--- config.mk ---
export PLATFORM = sky130hd
export DESIGN_NAME = bash_line_collector
export DESIGN_NICKNAME = d
export VERILOG_FILES = /design/src/rtl/bash_io_pkg.sv /design/src/rtl/line_buffer_ram.sv /design/src/rtl/bash_line_collector.sv
export SDC_FILE = /design/constraint.sdc
export NUM_CORES = 1
export LEC_CHECK = 0
export BUFFER_PORTS_ARGS = -buffer_cell sky130_fd_sc_hd__buf_2
export CAP_MARGIN = 5
export CORE_MARGIN = 2
export CORE_UTILIZATION = 30
export DETAILED_ROUTE_END_ITERATION = 16
export GPL_ROUTABILITY_DRIVEN = 0
export GPL_TIMING_DRIVEN = 0
export PLACE_DENSITY_LB_ADDON = 0.12
export SYNTH_ARGS = -nofsm -noshare
export SYNTH_HDL_FRONTEND = slang
export SYNTH_SLANG_ARGS = --single-unit
--- constraint.sdc ---
create_clock -name clk -period 3.6 [get_ports clk]
set_input_delay 0 -clock clk [delete_from_list [all_inputs] [get_ports clk]]
set_output_delay 0 -clock clk [all_outputs]
set_load 0.01 [all_outputs]
--- src/rtl/bash_io_pkg.sv ---
// Shared ASCII codes, line limit and line-state encoding for the bash console path.
// Pure declarations; no latency or backpressure.
package bash_io_pkg;

    localparam logic [7:0] ASCII_BS  = 8'h08;
    localparam logic [7:0] ASCII_DEL = 8'h7F;
    localparam logic [7:0] ASCII_CR  = 8'h0D;
    localparam logic [7:0] ASCII_LF  = 8'h0A;
    localparam logic [7:0] ASCII_NUL = 8'h00;
    localparam logic [7:0] ASCII_SP  = 8'h20;
    localparam logic [7:0] ASCII_TLD = 8'h7E;
    localparam int         LINE_MAX  = 32;

    typedef enum logic {
        ST_EDIT = 1'b0,
        ST_SEND = 1'b1
    } line_state_e;

endpackage

--- src/rtl/line_buffer_ram.sv ---
// Line storage: one synchronous write port, one asynchronous read port, no reset.
// Write lands on the clock edge; read is combinational; never stalls.
module line_buffer_ram #(
    parameter int DEPTH = 32,
    parameter int AW    = 5
) (
    input  logic          i_clk,
    input  logic          i_we,
    input  logic [AW-1:0] i_waddr,
    input  logic [7:0]    i_wdata,
    input  logic [AW-1:0] i_raddr,
    output logic [7:0]    o_rdata
);

    logic [7:0] r_mem [DEPTH];

    always_ff @(posedge i_clk) begin
        if (i_we) begin
            r_mem[i_waddr] <= i_wdata;
        end
    end

    assign o_rdata = r_mem[i_raddr];

endmodule

--- src/rtl/bash_line_collector.sv ---
// Collects keystrokes into a line (backspace, echo), then streams it NUL-terminated on Enter.
// Key effects appear 1 cycle later; keys arriving while a line is in flight are dropped.
module bash_line_collector
    import bash_io_pkg::*;
#(
    parameter int MAX_LEN = LINE_MAX
) (
    input  logic       clk,
    input  logic       rst_n,
    input  logic       key_valid,
    input  logic [7:0] key_ascii,
    output logic       line_ready,
    output logic [5:0] line_len,
    output logic [7:0] line_char,
    input  logic       line_next,
    output logic       echo_valid,
    output logic [7:0] echo_ascii,
    output logic       key_dropped
);

    localparam int         AW      = (MAX_LEN > 1) ? $clog2(MAX_LEN) : 1;
    localparam int         DEPTH   = 1 << AW;
    localparam logic [5:0] LEN_CAP = 6'(MAX_LEN);

    line_state_e r_state, w_state_nxt;
    logic [5:0]  r_wr_ptr, w_wr_ptr_nxt;
    logic [5:0]  r_rd_ptr, w_rd_ptr_nxt;
    logic [5:0]  r_line_len, w_line_len_nxt;
    logic        r_line_ready, w_line_ready_nxt;
    logic        r_echo_vld, w_echo_vld_nxt;
    logic [7:0]  r_echo_ascii, w_echo_ascii_nxt;
    logic        r_key_dropped, w_key_dropped_nxt;
    logic        w_wr_en;
    logic [7:0]  w_rd_dat;
    logic        w_is_print, w_is_bs, w_is_enter;

    assign w_is_print = (key_ascii >= ASCII_SP) && (key_ascii <= ASCII_TLD);
    assign w_is_bs    = (key_ascii == ASCII_BS) || (key_ascii == ASCII_DEL);
    assign w_is_enter = (key_ascii == ASCII_CR) || (key_ascii == ASCII_LF);

    line_buffer_ram #(
        .DEPTH (DEPTH),
        .AW    (AW)
    ) u_ram (
        .i_clk   (clk),
        .i_we    (w_wr_en),
        .i_waddr (r_wr_ptr[AW-1:0]),
        .i_wdata (key_ascii),
        .i_raddr (r_rd_ptr[AW-1:0]),
        .o_rdata (w_rd_dat)
    );

    always_comb begin
        w_state_nxt       = r_state;
        w_wr_ptr_nxt      = r_wr_ptr;
        w_rd_ptr_nxt      = r_rd_ptr;
        w_line_len_nxt    = r_line_len;
        w_line_ready_nxt  = r_line_ready;
        w_echo_vld_nxt    = 1'b0;
        w_echo_ascii_nxt  = r_echo_ascii;
        w_key_dropped_nxt = 1'b0;
        w_wr_en           = 1'b0;
        case (r_state)
            ST_EDIT: begin
                if (key_valid) begin
                    if (w_is_print) begin
                        if (r_wr_ptr < LEN_CAP) begin
                            w_wr_en          = 1'b1;
                            w_wr_ptr_nxt     = r_wr_ptr + 6'd1;
                            w_echo_vld_nxt   = 1'b1;
                            w_echo_ascii_nxt = key_ascii;
                        end else begin
                            w_key_dropped_nxt = 1'b1;
                        end
                    end else if (w_is_bs) begin
                        if (r_wr_ptr != 6'd0) begin
                            w_wr_ptr_nxt     = r_wr_ptr - 6'd1;
                            w_echo_vld_nxt   = 1'b1;
                            w_echo_ascii_nxt = ASCII_BS;
                        end
                    end else if (w_is_enter) begin
                        w_line_len_nxt   = r_wr_ptr;
                        w_rd_ptr_nxt     = 6'd0;
                        w_line_ready_nxt = 1'b1;
                        w_echo_vld_nxt   = 1'b1;
                        w_echo_ascii_nxt = ASCII_LF;
                        w_state_nxt      = ST_SEND;
                    end
                end
            end
            ST_SEND: begin
                // Keys are never buffered across a line hand-off, even on the final next.
                w_key_dropped_nxt = key_valid;
                if (line_next) begin
                    if (r_rd_ptr < r_line_len) begin
                        w_rd_ptr_nxt = r_rd_ptr + 6'd1;
                    end else begin
                        w_line_ready_nxt = 1'b0;
                        w_wr_ptr_nxt     = 6'd0;
                        w_rd_ptr_nxt     = 6'd0;
                        w_state_nxt      = ST_EDIT;
                    end
                end
            end
        endcase
    end

    always_ff @(posedge clk or negedge rst_n) begin
        if (!rst_n) begin
            r_state       <= ST_EDIT;
            r_wr_ptr      <= 6'd0;
            r_rd_ptr      <= 6'd0;
            r_line_len    <= 6'd0;
            r_line_ready  <= 1'b0;
            r_echo_vld    <= 1'b0;
            r_echo_ascii  <= 8'h00;
            r_key_dropped <= 1'b0;
        end else begin
            r_state       <= w_state_nxt;
            r_wr_ptr      <= w_wr_ptr_nxt;
            r_rd_ptr      <= w_rd_ptr_nxt;
            r_line_len    <= w_line_len_nxt;
            r_line_ready  <= w_line_ready_nxt;
            r_echo_vld    <= w_echo_vld_nxt;
            r_echo_ascii  <= w_echo_ascii_nxt;
            r_key_dropped <= w_key_dropped_nxt;
        end
    end

    assign line_ready  = r_line_ready;
    assign line_len    = r_line_len;
    assign line_char   = (r_line_ready && (r_rd_ptr != r_line_len)) ? w_rd_dat : ASCII_NUL;
    assign echo_valid  = r_echo_vld;
    assign echo_ascii  = r_echo_ascii;
    assign key_dropped = r_key_dropped;

endmodule

* After elaboration in Yosys (flattened, before gate mapping) *
Memories as Yosys holds them, arrays and structs flattened.
Cells that the tools add are included.

word-level totals
  memory bits (read-only) = 0
  bits in latches = 0
  logic and storage cells = 96
  output and inout port bits = 25
  bits in writable memories = 256
  register bits = 30
  memories = 1
  input port bits = 12

cells by class
  add/subtract/negate cells = 3
  bitwise operators = 3
  multiplexer cells = 50
  shift operators = 0
  multipliers = 0
  order comparisons = 4
  divide/modulo/power cells = 0
  reduce and logical (&&, ||, !) cells = 11
  equal/unequal tests = 16

memory list
  memory       depth  width  read ports  clocked after Yosys merged registers in  wr ports  RTL line               text
  u_ram.r_mem  32     8      1           0                                        1         line_buffer_ram.sv:15  logic [7:0] r_mem [DEPTH];

operators by type and width
  cell                                                            number
  2-to-1 mux 6 bit                                                13
  2-to-1 mux 8 bit                                                6
  2-to-1 mux 1 bit                                                26
  equality test 8 x 4 -> 1 bit, second input constant             3
  case mux 6 bit (2 select lines)                                 2
  AND reduction 5 bit                                             3
  adder 6 x 1 -> 6 bit, second input constant                     2
  inequality test 2 bit, second input constant                    6
  AND reduction 6 bit                                             2
  inequality test 3 bit, second input constant                    3
  equality test 8 x 7 -> 1 bit, second input constant             1
  >= comparator 8 x 6 -> 1 bit, second input constant             1
  less-or-equal comparator 8 x 7 -> 1 bit, second input constant  1
  less-than comparator 6 bit                                      1
  less-than comparator 6 bit, second input constant               1
  inequality test 6 bit                                           1
  case mux 1 bit (2 select lines)                                 3
  nonzero test 6 bit                                              1
  subtractor 6 x 1 -> 6 bit, second input constant                1
  inequality test 3 x 2 -> 1 bit, second input constant           1
  NOT 1 bit                                                       3
  nonzero test 3 bit                                              1
  logical AND 1 bit                                               2
  logical OR 1 bit                                                2
  inequality test 2 x 1 -> 1 bit, second input constant           1

* Depth between registers and ports, before layout *
Gate-level depths: netlist of run 1.

  word-level depth = 7
  gate-level depth with buffers = 11
  gate-level depth less buffers = 9

* Hierarchy *
A second synthesis of run 1 with hierarchy kept.

unflattened totals
  cell total of the unflattened synthesis = 600
  area, all modules = 11732.5 um^2

modules (own cells, without submodules)
  module               area each (um^2)  times used  seq. area each (um^2)  cells an instance
  line_buffer_ram      9893.2            1           7687.4                 409
  bash_line_collector  1839.3            1           750.7                  191

* Worst setup path after synthesis of run 1 *
Ideal clock, no wire load.

  kind = flip-flop to flip-flop
  from = register r_rd_ptr[0]
  to = register r_wr_ptr[0]
  slack = 0.711 ns
  data required time = 3.475 ns
  buffers on the path = 4
  setup time = 0.125 ns
  period minus slack after synthesis = 2.889 ns
  arrival = 2.764 ns
  stages on the path, launching flop included = 12
  cell sequence = dfrtp_1 > buf_2 > buf_4 > buf_2 > buf_2 > inv_1 > ha_1 > inv_1 > a21oi_1 > o2111ai_1 > o211ai_1 > mux2_2

on the way
  word-level cells in the longest chain between the ends = 3

RTL lines
  element                                 RTL line                    text
  start, declared                         bash_line_collector.sv:27   logic [5:0] r_rd_ptr, w_rd_ptr_nxt;
  start signal, assigned                  bash_line_collector.sv:121  r_rd_ptr <= w_rd_ptr_nxt;
  less-than comparator 6 bit              bash_line_collector.sv:95   if (r_rd_ptr < r_line_len) begin
  inequality test 2 bit (no source line)  -
  AND reduction 6 bit (no source line)    -
  end signal, assigned                    bash_line_collector.sv:120  r_wr_ptr <= w_wr_ptr_nxt;
  end, declared                           bash_line_collector.sv:26   logic [5:0] r_wr_ptr, w_wr_ptr_nxt;

No other way between the ends.
A chain may end at the register's enable or synchronous reset.

* Worst setup path after layout of run 1 *
  from = input key_ascii[5]
  to = memory u_ram.r_mem[4][5], enable pin

on the way
  word-level cells in the longest chain between the ends = 7
  elaborated cells on any way between the ends = 8
  classes of those cells = 2 x order compare; 5 x mux; 1 x reduce/logical

RTL lines
  element                                                                                         RTL line                   text
  start, declared                                                                                 bash_line_collector.sv:11  input logic [7:0] key_ascii,
  >= comparator 8 x 6 -> 1 bit / less-or-equal comparator 8 x 7 -> 1 bit (equally long branches)  bash_line_collector.sv:37  assign w_is_print = (key_ascii >= ASCII_SP) && (key_ascii <= ASCII_TLD);
  logical AND 1 bit *                                                                             bash_line_collector.sv:37
  2-to-1 mux 1 bit *                                                                              bash_line_collector.sv:66  if (w_is_print) begin
  2-to-1 mux 1 bit *                                                                              bash_line_collector.sv:65  if (key_valid) begin
  2-to-1 mux 1 bit *                                                                              bash_line_collector.sv:63  case (r_state)
  2-to-1 mux 1 bit *                                                                              line_buffer_ram.sv:18      if (i_we) begin
  2-to-1 mux 1 bit (implied by the code) *                                                        line_buffer_ram.sv:19      r_mem[i_waddr] <= i_wdata;
  end, declared                                                                                   line_buffer_ram.sv:15

Mark *: on every way between the ends. The rest lies on a longest branch, timed or not.

==> results.md, run 1 <==
- Slew HR: 37.9%
- Outcome: finished clean
- CTS tree: built
- Fillers: 3673
- Core box area: 0.0387 mm2
- Initial antenna violation count: 0
- First-pass GRT wire length: 44.1 mm
- Syn_nets: 693
- CP required: 3.73 ns
- Layout cells sized above 1: 22.6%
- Insertion delay of the later-clocked pin in the worst-skew pair: 0.52 ns
- EDFF count, synth: 256
- Worst IR Drop VDD: 0.275 mV
- Cell area power density: 622 mW/mm2
- Synth unique cells: 56
- Nets: 767
- #FFs+latches synth: 286
- Yosys warning count: 0
- Fmax: 297 MHz
- Root Buffer Master: clkbuf_16
- CTS sink cnt: 286
- Area delta synth->final: 17.6%
- Routed wire per std cell: 23.1 um
- Max-Cap Viols: 0
- Starting density of the core: 30.5%
- Tot Pwr: 8.63 mW
- Final min period: 3.37 ns
- Hold WC Path Type: input pin to async pin
- Critical path, cell by cell: buf_2, o21ba_2, o21ai_1, inv_1, ha_1, nand4_1, nor2_1
- Total CTS buffers: 34
- RSZ-0062 raised after global routing: false
- Post-synth top area share: 65.2%
- Post-Layout Cell Count: 1284
- Sequential Area: 0.00844 mm2
- Setup Skew: 0.0139 ns
- Vias in the first global route: 6699
- Placed Cells: 1221
- Mapped cell area: 0.0118 mm2
- Slowest CP cell: nor2_1
- Area contributors post-synth: edfxtp_1 (65%), mux4_2 (9.2%), dfrtp_1 (6.4%), mux2i_1 (3.2%), ha_1 (1.4%)
- Cell family with most CP delay: simple AND/OR/NAND/NOR gates
- CTS clk-pin slew, worst paths: 0.06 ns
- Syn Area/Cell: 17.7 um2
- Max stage delay on crit path: 0.99 ns
- CTS Buffer Depth: 3
- CP max FO: 37
- PortBufs: 36
- Final hold vios: 0
- Largest net degree at the start of global routing: 39
- WS Path Type: input pin to flip-flop
- Critical Path Source: key_ascii[5]
- Io pins: 37
- Gr usage total: 14.7%
- Slew Viols, Final: 0
- Via count: 6266
- FFs w/ async S/R, synth: 10.5%
- H-tree levels: 2
- Leakage power: 4.66 nW
- DRT iter0 DRCs: 482
- Dominant cell type by area after synthesis: edfxtp_1
- RR Startpoint: r_state
- Via density: 4.88
- Total Wirelength: 29.7 mm
- Startpoint Class: input pin
- Antenna Nets Post-Route: 0
- Syn Inst Count: 667
- DR DRC count: 0
- HPWL after DPL: 19.1 mm
- Slew @ Worst Pin: 0.928 ns
- Die height: 202 um
- # setup viols final: 0
- Die area: 0.0409 mm2
- Congestion Overflow GR: 0
- Hold_ws: 0.0776 ns
- Register area share after synthesis: 71.5%
- N_diodes: 0
- Final Cycle Share: 93.5%
- Final cell utilization of the core: 35.8%
- Buf/Inv on CP: 2
- Rows: 72
- Area of the multi-input gates: 0.00313 mm2
- Worst Path Arrival: 3.50 ns
- Setup bufs post-CTS: 0
- Ys flop type: edfxtp_1
- DRT Pass-1 Iters: 5
- Chip width: 202 um
- CP endpoint kind: flip-flop
==> logic make-up (layout without fill, tap and decap cells) <==
| group | after synthesis | in the layout | synth area share [%] |
|---|---|---|---|
| compound gates | 106 | 106 | 6.86 |
| xor+xnor | 4 | 4 | 0.297 |
| simple gates | 112 | 112 | 5.01 |
| buf+inv | 55 | 154 | 1.96 |
| flops | 286 | 286 | 71.5 |
| mux | 90 | 90 | 12.8 |
| fa+ha+maj | 14 | 14 | 1.55 |
==> registers in the layout, summed over array words and instances, names as in the netlist <==
name	cells
echo_ascii	8
echo_valid	1
key_dropped	1
line_len	6
line_ready	1
r_rd_ptr	6
r_state	1
r_wr_ptr	6
u_ram.r_mem	256
==> power breakdown <==
group | internal, mW | switching (mW) | total (mW)
sequential | 3.65 | 0.0282 | 3.68
clock | 2.30 | 1.35 | 3.65
combinational | 0.484 | 0.811 | 1.30
total | 6.44 | 2.19 | 8.63
==> cell type report <==
class                      count  area share, %
tap                          518           4.67
inverter                      22          0.595
buffer                        32           1.16
timing repair buffer          39           1.51
clock buffer                  42           6.81
multi-input combinational    326           22.6
sequential                   286           60.8
clock inverter                19           1.85
==> timing repair <==
item / in CTS / in global routing
gates resized for setup: 7 / 3
setup endpoints to repair: 20 / 5
endpoints found under the hold margin: 35 / 0
hold buffers: 3 / 0
pin swaps: 0 / 0
==> metal layers <==
layer	GRT usage [%]	vias up	part of all wire [%]
met4	4.01	0	2.0
met2	25.0	142	50
met5	0	-	0
li1	-	2822	-
met3	2.84	40	4.3
met1	19.4	3262	44
==> placed cells by master (no fill, tap or decap), types with 4 or more instances in the layout <==
cell type | Yosys | final
clkbuf_1 | 14 | 18
mux2i_1 | 38 | 38
clkinv_2 | 0 | 5
nand3b_1 | 6 | 6
o221ai_1 | 8 | 8
inv_1 | 22 | 22
a22oi_1 | 8 | 8
a211oi_1 | 15 | 15
and2_1 | 7 | 7
dfrtp_1 | 30 | 30
bufinv_16 | 0 | 6
nand4_1 | 6 | 6
a21o_1 | 4 | 4
buf_2 | 11 | 46
ha_1 | 13 | 13
nor2b_1 | 9 | 9
nand2_1 | 23 | 23
o22ai_1 | 8 | 8
edfxtp_1 | 256 | 256
clkbuf_16 | 0 | 37
mux4_2 | 48 | 48
a211o_1 | 4 | 4
nor2_1 | 39 | 39
a22o_1 | 17 | 17
o21ai_0 | 13 | 13
xnor2_1 | 4 | 4
a21oi_1 | 15 | 15
==> metrics by stage <==
| stage | setup TNS (ns) | area (um2) | worst slack (ns) |
|---|---|---|---|
| after CTS | 0 | 13900 | 0.00998 |
| after floorplan | 0 | 11800 | 0.711 |
| after global placement | -43.58 | 12600 | -0.369 |
| final | 0 | 13900 | 0.233 |
| after detailed placement | -76.14 | 12600 | -0.406 |
| after global routing | 0 | 13900 | 0.000537 |
==> worst paths after layout <==
path | slack, ns | cells after the start | end
setup / recovery | 0.23 | 7 | u_ram.r_mem[4][5]
min in group clk | 0.11 | 3 | echo_ascii[4]
max in group asynchronous | 3.06 | 2 | r_rd_ptr[0]
hold reg to reg | 0.50 | 1 | echo_ascii[7]
setup reg to reg | 0.52 | 4 | u_ram.r_mem[4][5]
hold / removal | 0.08 | 2 | echo_ascii[7]
==> Yosys cell counts (3+ instances only) <==
cell type / instances
a211o_1: 4
a211oi_1: 15
a21o_1: 4
a21oi_1: 15
a22o_1: 17
a22oi_1: 8
and2_1: 7
and3_1: 3
buf_1: 6
buf_2: 11
clkbuf_1: 14
dfrtp_1: 30
edfxtp_1: 256
ha_1: 13
inv_1: 22
mux2_2: 3
mux2i_1: 38
mux4_2: 48
nand2_1: 23
nand2b_1: 3
nand3b_1: 6
nand4_1: 6
nor2_1: 39
nor2b_1: 9
o21ai_0: 13
o221ai_1: 8
o22ai_1: 8
xnor2_1: 4
Note: power is estimated with default switching activity, not from simulation.
==> run 2, diff against run 1 <==
--- a/config.mk
+++ b/config.mk
@@ -13,6 +13,8 @@
 export GPL_ROUTABILITY_DRIVEN = 0
 export GPL_TIMING_DRIVEN = 0
 export PLACE_DENSITY_LB_ADDON = 0.12
+export REMOVE_ABC_BUFFERS = 1
+export SLEW_MARGIN = 20
 export SYNTH_ARGS = -nofsm -noshare
 export SYNTH_HDL_FRONTEND = slang
 export SYNTH_SLANG_ARGS = --single-unit
==> run 2 against run 1 <==
Design area is 2.2% lower. Via count fell by 1.9%. Sequential share of layout area grew 1.4 points. Register-to-register slack gained 0.11 ns. Clock-buffer cell count fell by 2. Die area did not move. Critical path type unchanged. Largest cell class unchanged. Largest power group unchanged. Highest routed layer unchanged.
==> results.md, run 2 (synthesis results as in run 1) <==
- Worst Path Arrival: 3.44 ns (-0.06 ns)
- Fmax: 306 MHz (+2.9%)
- Gr usage total: 14.3% (-0.47 points)
- Commonest non-fill, non-tap cell in the layout: edfxtp_1
- Layout cells sized above 1: 21.0% (-1.6 points)
- Core box area: 0.0387 mm2 (unchanged)
- Root Buffer Master: clkbuf_16
- DRT iter0 DRCs: 417 (-13%)
- Post-DP Area: 0.0126 mm2 (-0.21%)
- N_diodes: 0 (unchanged)
- Sequential Area: 0.00845 mm2 (about the same)
- Slew @ Worst Pin: 1.00 ns (+0.0750 ns)
- CTS Buffer Depth: 3 (unchanged)
- Reg with most FFs: u_ram.r_mem
- Via count: 6147 (-1.9%)
- Reg2Reg Depth: 3 (-1)
- Via density: 4.91 (+0.61%)
- Die height: 202 um (unchanged)
- PortBufs: 36 (unchanged)
- Startpoint Class: input pin
- RSZ-0062 raised after global routing: false
- Die area: 0.0409 mm2 (unchanged)
- First-pass GRT wire length: 43.4 mm (-1.5%)
- WS Path Type: input pin to flip-flop
- Post-layout instance area: 0.0136 mm2 (-2.2%)
- Cell area power density: 589 mW/mm2 (-5.3%)
- DRT Pass-1 Iters: 7 (+2)
- Final Cycle Share: 90.9% (-2.6 points)
- Total CTS buffers: 30 (-12%)
- CP max FO: 37 (unchanged)
- Insertion delay of the later-clocked pin in the worst-skew pair: 0.55 ns (+0.03 ns)
- Hold_ws: 0.0325 ns (-0.0452 ns)
- Most frequent cells in the layout: edfxtp_1 (256), mux4_2 (48), mux2i_1 (38), nor2_1 (38), buf_2 (36)
- Antenna Nets Post-Route: 0 (unchanged)
- Io pins: 37 (unchanged)
- CTS tree: built
- CP required: 3.77 ns (+0.04 ns)
- Area delta synth->final: 15.1%
- CTS clk-pin slew, worst paths: 0.06 ns (about the same)
- Slew Viols, Final: 0 (unchanged)
- Vias in the first global route: 6588 (-1.7%)
- RR Startpoint: r_state
- Leakage power: 4.50 nW (-3.3%)
- Slew HR: 32.9% (-5.0 points)
- Area of the multi-input gates: 0.00313 mm2 (about the same)
- Max-Cap Viols: 0 (unchanged)
- Fillers: 3709 (+0.98%)
- Final cell utilization of the core: 35.0% (-0.77 points)
- Nets: 737 (-3.9%)
- Hold WC Path Type: input pin to async pin
- Initial antenna violation count: 0 (unchanged)
- CP endpoint kind: flip-flop
- Setup WS post-layout: 0.329 ns (+0.0954 ns)
- H-tree levels: 1 (-1)
- Rows: 72 (unchanged)
- Number of flip-flops in the largest register: 256 (unchanged)
- Starting density of the core: 30.5% (unchanged)
- Total Wirelength: 29.0 mm (-2.4%)
- Congestion Overflow GR: 0 (unchanged)
- Setup WS pre-CTS: -0.291 ns (+0.115 ns)
- Setup slack, reg-to-reg: 0.63 ns (+0.11 ns)
- Outcome: finished clean
- Final hold vios: 0 (unchanged)
- DR DRC count: 0 (unchanged)
- Final min period: 3.27 ns (-0.0954 ns)
- Routed wire per std cell: 23.2 um (+0.13%)
- Chip width: 202 um (unchanged)
- Largest net degree at the start of global routing: 43 (+10%)
- Worst IR Drop VDD: 0.360 mV (+31%)
- # setup viols final: 0 (unchanged)
- HPWL after DPL: 18.2 mm (-4.6%)
- CTS sink cnt: 286 (unchanged)
- Setup Skew: 0.0107 ns (-0.00323 ns)
- R2R Path End: u_ram.r_mem[2][6]
## run 2: metrics by stage
| step | instances | total power [mW] | TNS, ns |
|---|---|---|---|
| final | 1252 | 7.99 | 0 |
| after global routing | 1252 | 8.32 | 0 |
| after CTS | 1252 | 8.10 | 0 |
| after detailed placement | 1194 | 5.10 | -35.10 |
| after global placement | 1188 | 5.08 | -81.08 |
| after floorplan | 634 | 4.53 | -18.86 |
## run 2: layout make-up
type	count	share of cell area, %
sequential	286	62.2
clock inverter	15	0.866
clock buffer	40	6.11
inverter	22	0.608
tap	518	4.77
multi-input combinational	326	23.1
timing repair buffer	45	2.36
## run 2: repair_timing
action | CTS | global route
resized for setup | 0 | 0
setup buffers | 0 | 0
endpoints found under the hold margin | 35 | 0
setup endpoints to repair | 0 | 0
hold buffers | 3 | 0
## run 2: how the worst max path moves through the flow
stage / start / end / slack (ns)
CTS: key_ascii[5] / u_ram.r_mem[2][6] / 0.28
detailed placement: key_ascii[5] / u_ram.r_mem[2][0] / -0.29
global route: key_ascii[5] / u_ram.r_mem[2][6] / 0.07
finish: key_ascii[5] / u_ram.r_mem[2][6] / 0.33
global placement: r_rd_ptr[0] / r_wr_ptr[0] / -3.02
floorplan: r_rd_ptr[0] / r_wr_ptr[0] / -1.11
## run 2: power by group
group | switching [mW] | internal, mW
sequential | 0.149 | 3.65
clock | 1.25 | 1.75
combinational | 0.702 | 0.498
## run 2: critical path, stage by stage
cell and delay [ns]:
buf_2 0.61, o21ba_2 0.32, o21ai_1 0.22, inv_1 0.32, ha_1 0.30, nand4_1 0.61
nor2_1 1.02
## run 2: per-layer routing
metal,vias to the layer above,track usage (%),routed length [um]
met5,-,0,0
met4,0,3.70,693
met3,46,2.11,1020
met2,120,22.8,13400
met1,3220,20.5,13900
li1,2761,-,-
